==> config.mk <==
export PLATFORM = sky130hd
export DESIGN_NAME = miriscv_lsu_split_flat
export DESIGN_NICKNAME = d
export VERILOG_FILES = /design/src/rtl/miriscv_lsu_split_if.sv /design/src/rtl/miriscv_lsu_split.sv /design/src/flat_wrapper.sv
export SDC_FILE = /design/constraint.sdc
export NUM_CORES = 1
export LEC_CHECK = 0
export ABC_CLOCK_PERIOD_IN_PS = 5300
export BUFFER_PORTS_ARGS = -buffer_cell sky130_fd_sc_hd__buf_2
export CELL_PAD_IN_SITES_DETAIL_PLACEMENT = 0
export CELL_PAD_IN_SITES_GLOBAL_PLACEMENT = 1
export CORE_MARGIN = 2
export CORE_UTILIZATION = 45
export CTS_CLUSTER_DIAMETER = 40
export DETAILED_ROUTE_END_ITERATION = 8
export MAX_ROUTING_LAYER = met4
export PLACE_DENSITY_LB_ADDON = 0.25
export SYNTH_ARGS = -nofsm -noshare
export SYNTH_HDL_FRONTEND = slang
export SYNTH_SLANG_ARGS = --single-unit
export TNS_END_PERCENT = 1
==> constraint.sdc <==
create_clock -name clk_i -period 5.3 [get_ports clk_i]
set_clock_uncertainty 0.2 [all_clocks]
set_input_delay 1.06 -clock clk_i [delete_from_list [all_inputs] [get_ports clk_i]]
set_output_delay 1.06 -clock clk_i [all_outputs]
set_load 0.01 [all_outputs]
==> src/rtl/miriscv_lsu_split_if.sv <==
// Data-memory bus between the LSU (master) and the memory port (slave):
// req/gnt accepts a beat, rvalid returns its response in order.
interface miriscv_lsu_split_if #(
  parameter int DATA_W = 32
) ();
  localparam int BYTES = DATA_W / 8;

  logic              req;
  logic              gnt;
  logic              rvalid;
  logic [DATA_W-1:0] rdata;
  logic              we;
  logic [BYTES-1:0]  be;
  logic [31:0]       addr;
  logic [DATA_W-1:0] wdata;

  modport master (output req, we, be, addr, wdata, input gnt, rvalid, rdata);
  modport slave  (input req, we, be, addr, wdata, output gnt, rvalid, rdata);
endinterface

==> src/rtl/miriscv_lsu_split.sv <==
// Load/store unit: req/gnt/rvalid bus handshake, misaligned accesses split
// into two aligned beats (or flagged as errors when splitting is disabled).
module miriscv_lsu_split #(
  parameter int DATA_W        = 32,
  parameter bit MISALIGNED_EN = 1'b1
) (
  input  logic              clk_i,
  input  logic              arstn_i,
  input  logic              lsu_req_i,
  input  logic              lsu_we_i,
  input  logic [2:0]        lsu_size_i,
  input  logic [31:0]       lsu_addr_i,
  input  logic [DATA_W-1:0] lsu_data_i,
  output logic              lsu_stall_req_o,
  output logic [DATA_W-1:0] lsu_data_o,
  output logic              lsu_err_o,
  miriscv_lsu_split_if.master dbus
);
  localparam int BYTES = DATA_W / 8;
  localparam int OFS_W = $clog2(BYTES);

  typedef enum logic [2:0] {S_IDLE, S_REQ0, S_WAIT0, S_REQ1, S_WAIT1, S_DONE} state_e;
  state_e r_state, w_next;

  logic [31:0]       r_addr;
  logic [2:0]        r_size;
  logic              r_we;
  logic              r_err;
  logic [DATA_W-1:0] r_wdata, r_beat0, r_rdata;

  // decode of the incoming request, used only when it is captured
  logic [3:0]       w_in_n;
  logic [OFS_W-1:0] w_in_msk;
  logic             w_in_legal, w_in_mis, w_in_err;

  assign w_in_n   = 4'd1 << lsu_size_i[1:0];
  assign w_in_msk = OFS_W'(w_in_n - 4'd1);
  assign w_in_mis = |(lsu_addr_i[OFS_W-1:0] & w_in_msk);
  assign w_in_err = !w_in_legal || (w_in_mis && !MISALIGNED_EN);

  always_comb begin
    case (lsu_size_i)
      3'b000, 3'b001, 3'b010, 3'b100, 3'b101: w_in_legal = 1'b1;
      3'b011:                                 w_in_legal = (DATA_W == 64);
      default:                                w_in_legal = 1'b0;
    endcase
  end

  logic [OFS_W-1:0]    w_ofs;
  logic [3:0]          w_n;
  logic                w_split, w_msb, w_sign, w_load_done;
  logic [2*BYTES-1:0]  w_be2;
  logic [31:0]         w_base;
  logic [DATA_W-1:0]   w_wdata, w_shift, w_ext;
  logic [2*DATA_W-1:0] w_merged;

  assign w_ofs   = r_addr[OFS_W-1:0];
  assign w_n     = 4'd1 << r_size[1:0];
  assign w_split = (5'(w_ofs) + 5'(w_n)) > 5'(BYTES);
  assign w_be2   = (2*BYTES)'((32'd1 << w_n) - 32'd1) << w_ofs;
  assign w_base  = {r_addr[31:OFS_W], {OFS_W{1'b0}}};
  // rotate so each store byte lands on its lane in either beat
  assign w_wdata = DATA_W'(({r_wdata, r_wdata} << {w_ofs, 3'b000}) >> DATA_W);

  assign w_merged = (r_state == S_WAIT1) ? {dbus.rdata, r_beat0}
                                         : {{DATA_W{1'b0}}, dbus.rdata};
  assign w_shift  = DATA_W'(w_merged >> {w_ofs, 3'b000});

  always_comb begin
    case (r_size[1:0])
      2'd0:    w_msb = w_shift[7];
      2'd1:    w_msb = w_shift[15];
      2'd2:    w_msb = w_shift[31];
      default: w_msb = w_shift[DATA_W-1];
    endcase
    w_sign = w_msb & ~r_size[2];
    w_ext  = '0;
    for (int i = 0; i < DATA_W; i++)
      w_ext[i] = (i < 8 * int'(w_n)) ? w_shift[i] : w_sign;
  end

  assign w_load_done = !r_we && dbus.rvalid &&
                       ((r_state == S_WAIT0 && !w_split) || r_state == S_WAIT1);

  always_ff @(posedge clk_i or negedge arstn_i) begin
    if (!arstn_i) r_state <= S_IDLE;
    else          r_state <= w_next;
  end

  always_comb begin
    w_next     = r_state;
    dbus.req   = 1'b0;
    dbus.we    = 1'b0;
    dbus.be    = '0;
    dbus.addr  = '0;
    dbus.wdata = '0;
    case (r_state)
      S_IDLE:  if (lsu_req_i) w_next = w_in_err ? S_DONE : S_REQ0;
      S_REQ0: begin
        dbus.req   = 1'b1;
        dbus.we    = r_we;
        dbus.be    = w_be2[BYTES-1:0];
        dbus.addr  = w_base;
        dbus.wdata = w_wdata;
        if (dbus.gnt) w_next = S_WAIT0;
      end
      S_WAIT0: if (dbus.rvalid) w_next = w_split ? S_REQ1 : S_DONE;
      S_REQ1: begin
        dbus.req   = 1'b1;
        dbus.we    = r_we;
        dbus.be    = w_be2[2*BYTES-1:BYTES];
        dbus.addr  = w_base + 32'(BYTES);
        dbus.wdata = w_wdata;
        if (dbus.gnt) w_next = S_WAIT1;
      end
      S_WAIT1: if (dbus.rvalid) w_next = S_DONE;
      S_DONE:  w_next = S_IDLE;
      default: w_next = S_IDLE;
    endcase
  end

  always_ff @(posedge clk_i or negedge arstn_i) begin
    if (!arstn_i) begin
      r_addr  <= '0;
      r_size  <= '0;
      r_we    <= 1'b0;
      r_err   <= 1'b0;
      r_wdata <= '0;
      r_beat0 <= '0;
      r_rdata <= '0;
    end else begin
      if (r_state == S_IDLE && lsu_req_i) begin
        r_addr  <= lsu_addr_i;
        r_size  <= lsu_size_i;
        r_we    <= lsu_we_i;
        r_wdata <= lsu_data_i;
        r_err   <= w_in_err;
      end
      if (r_state == S_WAIT0 && dbus.rvalid) r_beat0 <= dbus.rdata;
      if (w_load_done) r_rdata <= w_ext;
    end
  end

  assign lsu_data_o      = r_rdata;
  assign lsu_err_o       = r_err & (r_state == S_DONE);
  assign lsu_stall_req_o = lsu_req_i & (r_state != S_DONE);
endmodule

==> src/flat_wrapper.sv <==
// flat-port wrapper written by rule: the top's interface ports become plain ports
module miriscv_lsu_split_flat 
#(
  parameter int DATA_W        = 32,
  parameter bit MISALIGNED_EN = 1'b1
)
  (clk_i, arstn_i, lsu_req_i, lsu_we_i, lsu_size_i, lsu_addr_i, lsu_data_i, lsu_stall_req_o, lsu_data_o, lsu_err_o, dbus_req, dbus_we, dbus_be, dbus_addr, dbus_wdata, dbus_gnt, dbus_rvalid, dbus_rdata);
  miriscv_lsu_split_if #(.DATA_W(DATA_W)) dbus_i ();
  input  logic clk_i;
  input  logic arstn_i;
  input  logic lsu_req_i;
  input  logic lsu_we_i;
  input  logic [2:0] lsu_size_i;
  input  logic [31:0] lsu_addr_i;
  input  logic [DATA_W-1:0] lsu_data_i;
  output logic lsu_stall_req_o;
  output logic [DATA_W-1:0] lsu_data_o;
  output logic lsu_err_o;
  output wire logic [$bits(dbus_i.req)-1:0] dbus_req;
  output wire logic [$bits(dbus_i.we)-1:0] dbus_we;
  output wire logic [$bits(dbus_i.be)-1:0] dbus_be;
  output wire logic [$bits(dbus_i.addr)-1:0] dbus_addr;
  output wire logic [$bits(dbus_i.wdata)-1:0] dbus_wdata;
  input wire logic [$bits(dbus_i.gnt)-1:0] dbus_gnt;
  input wire logic [$bits(dbus_i.rvalid)-1:0] dbus_rvalid;
  input wire logic [$bits(dbus_i.rdata)-1:0] dbus_rdata;
  assign dbus_req = dbus_i.req;
  assign dbus_we = dbus_i.we;
  assign dbus_be = dbus_i.be;
  assign dbus_addr = dbus_i.addr;
  assign dbus_wdata = dbus_i.wdata;
  assign dbus_i.gnt = dbus_gnt;
  assign dbus_i.rvalid = dbus_rvalid;
  assign dbus_i.rdata = dbus_rdata;
  miriscv_lsu_split #(.DATA_W(DATA_W), .MISALIGNED_EN(MISALIGNED_EN)) u_core (.clk_i(clk_i), .arstn_i(arstn_i), .lsu_req_i(lsu_req_i), .lsu_we_i(lsu_we_i), .lsu_size_i(lsu_size_i), .lsu_addr_i(lsu_addr_i), .lsu_data_i(lsu_data_i), .lsu_stall_req_o(lsu_stall_req_o), .lsu_data_o(lsu_data_o), .lsu_err_o(lsu_err_o), .dbus(dbus_i));
endmodule
Word-level counts from Yosys, hierarchy flattened
Index checks and enable logic that the tools add are counted.

$add $sub $neg: 3. Multiply operators: 0. Div/mod/pow operators: 0. Order comparisons: 33. Equality and inequality tests: 16. Shift operators: 5. Multiplexer cells: 48. Bitwise gates (word level): 4. Reductions and logical operators: 15.

Operators with widths (number): less-than comparator 5 x 7 -> 1 bit (first input constant) (16); two-way mux 64 bit (1); one-hot mux 32 bit (2 select lines) (1); left shift 64 x 5 -> 64 bit (1); right shift 64 x 5 -> 32 bit (1); less-than comparator 4 x 7 -> 1 bit (first input constant) (8); two-way mux 1 bit (35); adder 32 x 3 -> 32 bit (second input constant) (1); two-way mux 32 bit (1); less-than comparator 3 x 7 -> 1 bit (first input constant) (4); two-way mux 3 bit (7); one-hot mux 3 bit (5 select lines) (1); less-than comparator 1 x 7 -> 1 bit (first input constant) (2); less-than comparator 2 x 7 -> 1 bit (first input constant) (2); == test 3 bit (second input constant) (4); inequality test 2 bit (second input constant) (5); == test 3 x 2 -> 1 bit (second input constant) (3); one-hot mux 4 bit (2 select lines) (1); left shift 1 x 4 -> 8 bit (first input constant) (1); left shift 8 x 2 -> 8 bit (1); subtractor 8 x 1 -> 8 bit (second input constant) (1); == test 3 x 1 -> 1 bit (second input constant) (2); zero test 3 bit (2); adder 2 x 4 -> 5 bit (1); other kinds (14) (22).

Bits in registers: 136. Latch bits: 0. RAM bits: 0. ROM bits: 0. Bits of input ports: 105. Output and inout bits: 104. Memories: 0.

Logic depth before layout (Yosys ltp)
Gate-level depths: netlist of the first run.

Depth after elaboration: 7. Depth in mapped cells: 13. Gate-level depth less buffers: 9.

Worst setup path before layout of the first run
Ideal clock, no wire load.

Kind: register to register. Start point: register u_core.r_addr[1]. End point: register u_core.r_rdata[30] (netlist: u_core.lsu_data_o[30]). Setup time: 0.104 ns. Arrival time: 3.105 ns. Setup slack: 1.891 ns. Cell stages (with the launch flop): 13. Buffers on the path: 5. Period minus slack after synthesis: 3.409 ns. Cells stage by stage: dfrtp_1 buf_2 buf_2 buf_2 buf_1 xnor2_1 ha_1 a211o_1 a221oi_2 o211ai_2 a2111o_1 buf_6 o311ai_1.

Word-level cells in the longest chain between the ends: 6. Elaborated cells between the ends (all ways): 10. Classes of those cells: 1 x add/sub; 1 x order compare; 1 x shift; 2 x mux; 1 x bitwise; 4 x reduce/logical.

RTL lines: from (decl) (line miriscv_lsu_split.sv:25) `logic [31:0] r_addr;`; from (signal assigned) (line miriscv_lsu_split.sv:133) `r_addr <= lsu_addr_i;`; adder 2 x 4 -> 5 bit (line miriscv_lsu_split.sv:59) `assign w_split = (5'(w_ofs) + 5'(w_n)) > 5'(BYTES);`; greater-than comparator 5 x 3 -> 1 bit (line miriscv_lsu_split.sv:59); zero test 1 bit (line miriscv_lsu_split.sv:83) `((r_state == S_WAIT0 && !w_split) || r_state == S_WAIT1);`; logical AND 1 bit (line miriscv_lsu_split.sv:83); logical OR 1 bit (line miriscv_lsu_split.sv:83); logical AND 1 bit (line miriscv_lsu_split.sv:82) `assign w_load_done = !r_we && dbus.rvalid &&`; to (signal assigned) (line miriscv_lsu_split.sv:140) `if (w_load_done) r_rdata <= w_ext;`; to (decl) (line miriscv_lsu_split.sv:29) `logic [DATA_W-1:0] r_wdata, r_beat0, r_rdata;`.

Parallel ways exist; a longest one is shown, timed or not. A chain may end at the register's enable or synchronous reset.

Worst setup path after layout of the first run
Start point: register u_core.r_addr[0]. End point: output dbus_wdata[5].

Word-level cells in the longest chain between the ends: 2.

RTL lines: left shift 64 x 5 -> 64 bit (line miriscv_lsu_split.sv:63) `assign w_wdata = DATA_W'(({r_wdata, r_wdata} << {w_ofs, 3'b000}) >> DATA_W);`; two-way mux 32 bit (line miriscv_lsu_split.sv:97) `case (r_state)`; to (decl) (line flat_wrapper.sv:23) `output wire logic [$bits(dbus_i.wdata)-1:0] dbus_wdata;`.

Every way passes these cells.

==> flow_summary.ini, run 1 <==
[sta]
slew_viol_final = 0
finalCritPeriodShare = 0.750
hold_viol = 0
setup_viol = 0
hold_slack_ps = 275
rsz0062_at_grt = no
worst_slew_pin_slew_ps = 1010
slew_headroom = 0.325
period_minus_slack_ps = 3970
setup-tns-final_ps = 0
clock.fmax_mhz = 252

[route]
avgRoutedWirePerCell_um = 18.6
drtIter0Drc = 524
routed_wl_mm = 22.7
route.detailed.drc = 0
vias = 6865
viasPerCell = 5.61
ant_nets = 0
dr.pass1.iters = 5

[clocking]
cts_setup_buffers = 0
cts_root_buffer = clkbuf_16
clkSinkCount = 136
hold_buffers = 0
cts.clk_slew.worst_paths_ps = 60
htree_levels = 4
clk_latency_ps = 420
cts_tree = done
cts_resized = 0
clock_path_buffers = 2
cts-buffers-inserted = 17

[synthesis]
ys.flop_type = dfrtp_1
synth_top_area_share = 0.393
syn-mean-instance-area_sq_um = 10.8
yosysUniqueCellTypes = 54
synth_top_area_cell = dfrtp_1
synth_edf_count = 0
syn_inst = 805
netlist_top_cells_area = dfrtp_1, mux2_2, mux4_2, nor2_1, mux2i_1
ys_seq_area_frac = 0.393
ys_seq_elements = 136
ys_warn_count = 0
synthArstFlopShare = 1.00
synthesis.area_sq_um = 8660

[floorplan]
fp.dieW_um = 143
row_count = 50
die_area_sq_um = 20400
start_util = 0.462
core-area_sq_um = 18800
die_y_um = 143
io_pins = 209

[finish]
final_core_util = 0.556
area_growth_pct = 20.6
final_cells = 1223
drive_gt1_frac = 0.428
nets = 1084

[setup_path]
cpPeakStageDelay_ps = 880
arrival_ps = 2710
path_cells = buf_4 -> mux4_2 -> and2_1 -> buf_2
crit_family = flip-flops
crit_fanout = 49
cpMaxStageDelayCell = dfrtp_4
crit_required_ps = 4040
path_class = reg -> out
cp_num_buf_inv = 2
cp-start-kind = flop
endpoint_kind = output pin

[power_and_ir_drop]
power_density_nw_per_um2 = 645
irDropWorstVdd_mv = 0.307
p_leak_nw = 4.65

[run]
cap_viol_max_count = 0

[global_route]
grt_pass1_wl_mm = 35.6
gr-total-overflow = 0
grt_max_degree = 61
grt_util_all_layers = 0.232
grt_pass1_vias = 6565
antenna_found_initial = 2

[run_status]
status = completed

[placement]
place_inst = 1191
gp_congestion = 0.833
hpwl_mm = 16.1
io_buffers = 206

[hold_path]
min_path_type = reg -> reg
cell usage after synthesis (4+ instances only):
library cell  count
o311ai_0          6
xnor2_1           7
buf_4             4
clkbuf_1         34
o21ai_0          33
a21oi_1          40
a211oi_1          8
a21boi_0          8
nand2_1          64
dfrtp_1         136
nor2_1           72
and2_1           34
nor3_1           11
nand3b_1          8
nand2b_1          4
mux2i_1          26
xor2_1           24
nand3_1          13
o21ai_2           8
mux2_2          106
buf_2            26
mux4_2           49
nand4_1          15
and3_1           13
inv_1             9
a31oi_1           9
cell families (layout without fill, tap and decap cells):
group                    after synthesis  in the layout  synth area share
AND/OR/NAND/NOR                      247            247             0.142
multiplexers                         181            181             0.295
flip-flops                           136            136             0.393
AO/OA/AOI/OAI                        129            129            0.0946
buffers and inverters                 77            258            0.0397
XOR/XNOR                              31             31            0.0313
adder cells (fa/ha/maj)                3              3           0.00433
other                                  1              4          0.000433
worst reg2reg max path, delay by kind of cell (launching register included):
family / cells / cell delay (ps)
compound gates: 5 / 1520
fa+ha+maj: 2 / 540
buf+inv: 1 / 270
flops: 1 / 530
simple gates: 1 / 670
registers in the layout, indices dropped and copies added (netlist names):
signal             flops
u_core.lsu_data_o     32
u_core.r_err           1
u_core.r_state         3
u_core.r_size          3
u_core.r_we            1
u_core.r_addr         32
u_core.r_wdata        32
u_core.r_beat0        32
report_power, final:
group | switching [mW] | internal [mW] | total [mW]
Clock | 0.463 | 0.829 | 1.29
Combinational | 1.52 | 1.72 | 3.24
Sequential | 0.644 | 1.56 | 2.20
Total | 2.63 | 4.11 | 6.74
placed cells by master, fill, tap and decap left out, types with 15 or more instances in the layout:
master,netlist,final
dfrtp_1,136,134
mux2i_1,26,26
nand2_1,64,64
o21ai_0,33,33
nor2_1,72,72
nand4_1,15,15
buf_2,26,205
a21oi_1,40,40
xor2_1,24,24
mux4_2,49,49
mux2_2,106,106
and2_1,34,34
clkbuf_16,0,17
cell type report:
cell class / count / area, sq um
Fill cell: 1710 / 8320
Multi-Input combinational cell: 593 / 4940
Sequential cell: 136 / 3410
Timing Repair Buffer: 219 / 1130
Clock buffer: 18 / 429
Tap cell: 234 / 293
Clock inverter: 12 / 200
Inverter: 9 / 33.8
Antenna cell: 2 / 5.00
per-stage QoR:
stage	power (mW)	area [sq um]	setup slack (ps)
2_1_floorplan	4.51	8670	1890
3_3_place_gp	5.40	9810	1550
3_5_place_dp	5.48	9810	1470
4_1_cts	6.79	10400	1290
5_1_grt	7.23	10400	1150
6_report	6.74	10400	1330
metal layers:
layer / vias up / GRT usage / part of all wire / wire length, um
met4: 0 / 0.0688 / 0.016 / 362
met2: 212 / 0.332 / 0.44 / 10100
met3: 28 / 0.0433 / 0.060 / 1360
met5: - / - / 0 / 0
li1: 3295 / - / - / -
met1: 3330 / 0.336 / 0.48 / 10900
final timing paths:
check	from	end	slack, ps	cells past startpoint
worst max-delay path	u_core.r_addr[0]	dbus_wdata[5]	1330	4
worst min-delay path	u_core.lsu_data_o[5]	u_core.lsu_data_o[5]	280	2
worst max register to register	u_core.r_size[1]	u_core.lsu_data_o[28]	1450	9
worst min register to register	u_core.lsu_data_o[5]	u_core.lsu_data_o[5]	280	2
max in group asynchronous	arstn_i	u_core.r_wdata[17]	3500	2
min in group asynchronous	arstn_i	u_core.r_beat0[2]	350	1
(Power assumes the default switching activity.)
==> run 2: changes to the inputs <==
--- a/config.mk
+++ b/config.mk
@@ -5,12 +5,12 @@
 export SDC_FILE = /design/constraint.sdc
 export NUM_CORES = 1
 export LEC_CHECK = 0
-export ABC_CLOCK_PERIOD_IN_PS = 5300
+export ABC_CLOCK_PERIOD_IN_PS = 3800
 export BUFFER_PORTS_ARGS = -buffer_cell sky130_fd_sc_hd__buf_2
 export CELL_PAD_IN_SITES_DETAIL_PLACEMENT = 0
 export CELL_PAD_IN_SITES_GLOBAL_PLACEMENT = 1
 export CORE_MARGIN = 2
-export CORE_UTILIZATION = 45
+export CORE_UTILIZATION = 42
 export CTS_CLUSTER_DIAMETER = 40
 export DETAILED_ROUTE_END_ITERATION = 8
 export MAX_ROUTING_LAYER = met4
==> constraint.sdc (replaced) <==
create_clock -name clk_i -period 3.8 [get_ports clk_i]
set_clock_uncertainty 0.2 [all_clocks]
set_input_delay 0.76 -clock clk_i [delete_from_list [all_inputs] [get_ports clk_i]]
set_output_delay 0.76 -clock clk_i [all_outputs]
set_load 0.01 [all_outputs]
==> run 2 against run 1 <==
- hold slack lost 31 ps
- die area grew 6.9%
- largest cell class unchanged
- highest routed layer unchanged
- sequential power grew 33%
- critical endpoint is now dbus_addr[28]
- non-clock buffer count grew 11
- cell area grew 0.85%
==> flow_summary.ini, run 2 (same netlist as run 1, synthesis figures left out) <==
[setup_path]
path_class = reg -> out
arrival_ps = 2510
worstReg2RegStart = u_core.r_size[1]
cp-start-kind = flop
crit_fanout = 8
crit_path_start = u_core.r_addr[14]
endpoint_kind = output pin
crit_required_ps = 2840

[route]
route.detailed.drc = 0
dr.pass1.iters = 5
drtIter0Drc = 393
ant_nets = 0
routed_wl_mm = 23.0
vias = 6920
avgRoutedWirePerCell_um = 18.1
viasPerCell = 5.44

[placement]
io_buffers = 206
place_area_sq_um = 9960
pre_cts_slack_ps = 514
hpwl_mm = 16.3
gp_congestion = 0.852

[clocking]
cts_resized = 0
cts_tree = done
clk_latency_ps = 420
hold_buffers = 0
clock_path_buffers = 2
cts_setup_buffers = 0
clkSinkCount = 136
cts-buffers-inserted = 17
htree_levels = 4
cts.clk_slew.worst_paths_ps = 60
cts_root_buffer = clkbuf_16

[global_route]
grt_pass1_vias = 6793
grt_pass1_wl_mm = 36.5
antenna_found_initial = 2
grt_util_all_layers = 0.218
grt_max_degree = 93
gr-total-overflow = 0

[sta]
fin_ws_ps = 334
setup-tns-final_ps = 0
period_minus_slack_ps = 3470
clock.fmax_mhz = 288
finalCritPeriodShare = 0.912
slew_headroom = 0.413
rsz0062_at_grt = no
slew_viol_final = 0
hold_viol = 0
worst_slew_pin_slew_ps = 881
setup_viol = 0

[power_and_ir_drop]
irDropWorstVdd_mv = 0.396
power_density_nw_per_um2 = 884
p_leak_nw = 4.68

[floorplan]
die_area_sq_um = 21800
start_util = 0.428
core-area_sq_um = 20200
row_count = 52
fp.dieW_um = 148
io_pins = 209
die_y_um = 148

[finish]
area_growth_pct = 21.6
design_area_sq_um = 10500
layout_common_cells = buf_2, dfrtp_1, mux2_2
nets = 1095
final_common_cell = buf_2
final_core_util = 0.521
drive_gt1_frac = 0.433

[hold_path]
min_path_type = in -> async

[run_status]
status = completed

[run]
cap_viol_max_count = 0
[run 2: area by class of cell]
type | instances | area [sq um]
Fill cell | 1865 | 9700
Multi-Input combinational cell | 593 | 4930
Sequential cell | 136 | 3410
Timing Repair Buffer | 230 | 1240
Clock buffer | 19 | 443
Tap cell | 270 | 338
Clock inverter | 12 | 129
Inverter | 9 | 33.8
Antenna cell | 2 | 5.00
[run 2: report_power, final]
group / switching, mW / internal (mW)
clock: 0.646 / 0.977
sequential: 0.743 / 2.18
combinational: 2.31 / 2.46
total: 3.69 / 5.62
[run 2: per-stage QoR]
step,hold WS (ps),std cells,power [mW]
final,244,1271,9.31
after global routing,299,1271,9.99
after CTS,273,1269,9.36
after detailed placement,270,1238,7.71
after global placement,267,1238,7.63
after floorplan,264,806,6.29
[run 2: critical path, stage by stage (launching register included)]
cell	delay, ps
dfrtp_1	430
and4_1	360
nor4b_2	650
nand4_1	220
xor2_1	190
nor2_1	90
buf_2	140
[run 2: routing by layer]
metal  global-route usage  routed length [um]
met5                    -                   0
met4               0.0639                 324
met3               0.0361                1200
met2                0.317               10500
met1                0.317               11100
[run 2: final timing paths]
| kind | end | slack [ps] | cells after the start |
|---|---|---|---|
| max | dbus_addr[28] | 330 | 6 |
| min | u_core.r_beat0[2] | 240 | 1 |
| min in group clk_i | u_core.lsu_data_o[4] | 280 | 2 |
| min reg2reg | u_core.lsu_data_o[4] | 280 | 2 |
| max in group asynchronous | u_core.lsu_data_o[20] | 2350 | 2 |
| max reg2reg | u_core.lsu_data_o[28] | 450 | 9 |
==> run 3: changes to the inputs <==
--- a/config.mk
+++ b/config.mk
@@ -9,12 +9,14 @@
 export BUFFER_PORTS_ARGS = -buffer_cell sky130_fd_sc_hd__buf_2
 export CELL_PAD_IN_SITES_DETAIL_PLACEMENT = 0
 export CELL_PAD_IN_SITES_GLOBAL_PLACEMENT = 1
+export CORE_ASPECT_RATIO = 0.8
 export CORE_MARGIN = 2
 export CORE_UTILIZATION = 42
 export CTS_CLUSTER_DIAMETER = 40
 export DETAILED_ROUTE_END_ITERATION = 8
 export MAX_ROUTING_LAYER = met4
 export PLACE_DENSITY_LB_ADDON = 0.25
+export REMOVE_ABC_BUFFERS = 1
 export SYNTH_ARGS = -nofsm -noshare
 export SYNTH_HDL_FRONTEND = slang
 export SYNTH_SLANG_ARGS = --single-unit
==> run 3 against run 2 <==
- power increased by 2.6%
- routed wire length increased by 1.9%
- largest power group unchanged
- fmax decreased by 0.21%
==> flow_summary.ini, run 3 (same netlist as run 1, synthesis figures left out) <==
[setup_path]
r2r-end = u_core.lsu_data_o[26]
crit_fanout = 8
worst-r2r-cell-count = 8
path_class = reg -> out
crit_required_ps = 2840
arrival_ps = 2510
cp-start-kind = flop
worstReg2RegStart = u_core.r_size[1]
endpoint_kind = output pin
r2r_slack_ps = 600

[clocking]
cts_resized = 0
cts_tree = done
clock_path_buffers = 2
cts_setup_buffers = 0
hold_buffers = 0
cts.clk_slew.worst_paths_ps = 60
clkSinkCount = 136
cts-buffers-inserted = 17
cts_root_buffer = clkbuf_16
htree_levels = 4
clk_latency_ps = 420

[power_and_ir_drop]
irDropWorstVdd_mv = 0.367
clkPwrFrac = 0.197
p_int_mw = 5.87
p_switching_mw = 3.69
p_sw_frac = 0.386
pwr-share-seq = 0.316
p_leak_nw = 4.72
comb_power_share = 0.487
power_density_nw_per_um2 = 899

[sta]
slew_headroom = 0.438
hold_slack_ps = 207
rsz0062_at_grt = no
slew_viol_final = 0
setup_viol = 0
finalCritPeriodShare = 0.914
worst_slew_pin_slew_ps = 840
hold_viol = 0
clock.fmax_mhz = 288
period_minus_slack_ps = 3470

[floorplan]
core-area_sq_um = 20000
fp.dieW_um = 165
io_pins = 209
start_util = 0.433
row_count = 46
die_y_um = 132
die_area_sq_um = 21800

[finish]
final_common_cell = buf_2
final_cells = 1263
nets = 1092
final_core_util = 0.530
fill_cells = 1838
area_growth_pct = 22.6
drive_gt1_frac = 0.432
layout_common_cells = buf_2, dfrtp_1, mux2_2

[placement]
hpwl_mm = 15.9
gp_congestion = 0.824
io_buffers = 206
place_inst = 1229

[route]
avgRoutedWirePerCell_um = 18.6
routed_wl_mm = 23.5
drtIter0Drc = 531
route.detailed.drc = 0
dr.pass1.iters = 4
ant_nets = 0
viasPerCell = 5.54
vias = 6994

[global_route]
grt_pass1_vias = 6881
grt_max_degree = 82
gr-total-overflow = 0
antenna_found_initial = 2
grt_pass1_wl_mm = 37.7
grt_util_all_layers = 0.228

[run]
cap_viol_max_count = 0

[hold_path]
min_path_type = in -> async

[run_status]
status = completed
## run 3: cell types whose count changed in the layout (fill, tap and decap cells not counted), moves of 2 or more
cell        previous run  this run
clkbuf_8               1         4
clkinv_2               4         1
buf_4                 22        18
bufinv_16              2         5
clkinvlp_4             3         1
## run 3: stage by stage
stage | area, sq um | setup TNS (ps) | setup WS, ps | power (mW)
finish | 10600 | 0 | 326 | 9.55
global route | 10600 | 0 | 110 | 10.3
CTS | 10600 | 0 | 329 | 9.63
detailed placement | 9950 | 0 | 621 | 7.70
global placement | 9950 | 0 | 720 | 7.63
floorplan | 8360 | -454820 | -5390 | 6.33
## run 3: critical path, cell delays in order (launching register included)
cell and delay (ps):
dfrtp_1 430, and4_1 350, nor4b_2 690, nand4_1 220, xor2_1 190, nor2_1 70
buf_2 130
## run 3: routing by layer
layer / wire length (um) / global-route usage / vias to the layer above
li1: - / - / 3297
met1: 11300 / 0.336 / 3466
met2: 10600 / 0.324 / 214
met4: 263 / 0.0488 / 0
met5: 0 / - / -
met3: 1280 / 0.0476 / 17
## run 3: power by group through the flow
stage                     registers [mW]  clock network, mW  logic [mW]
after detailed placement            3.02                  0        4.68
after CTS                           3.00               1.93        4.70
after global routing                3.15               1.99        5.13
after global placement              3.00                  0        4.62
after floorplan                     3.07                  0        3.26
final                               3.02               1.88        4.66
## run 3: worst max-delay path by stage
stage	from	slack [ps]	to	cells past startpoint
after floorplan	u_core.r_state[1]	-5390	u_core.r_addr[0]	2
final	u_core.r_addr[15]	330	dbus_addr[31]	6
after global placement	u_core.r_size[1]	720	u_core.lsu_data_o[29]	8
after detailed placement	u_core.r_size[1]	620	u_core.lsu_data_o[29]	8
after global routing	u_core.r_state[0]	110	dbus_be[3]	5
after CTS	u_core.r_addr[0]	330	dbus_wdata[1]	4
## run 3: layout make-up
type / count / area (sq um) / share of cell area
timing repair buffer: 227 / 1230 / 0.116
multi-input combinational: 593 / 4940 / 0.465
clock inverter: 10 / 189 / 0.0178
antenna: 2 / 5.00 / 0.000471
clock buffer: 22 / 484 / 0.0456
tap: 264 / 330 / 0.0311
inverter: 9 / 33.8 / 0.00318
sequential: 136 / 3410 / 0.321
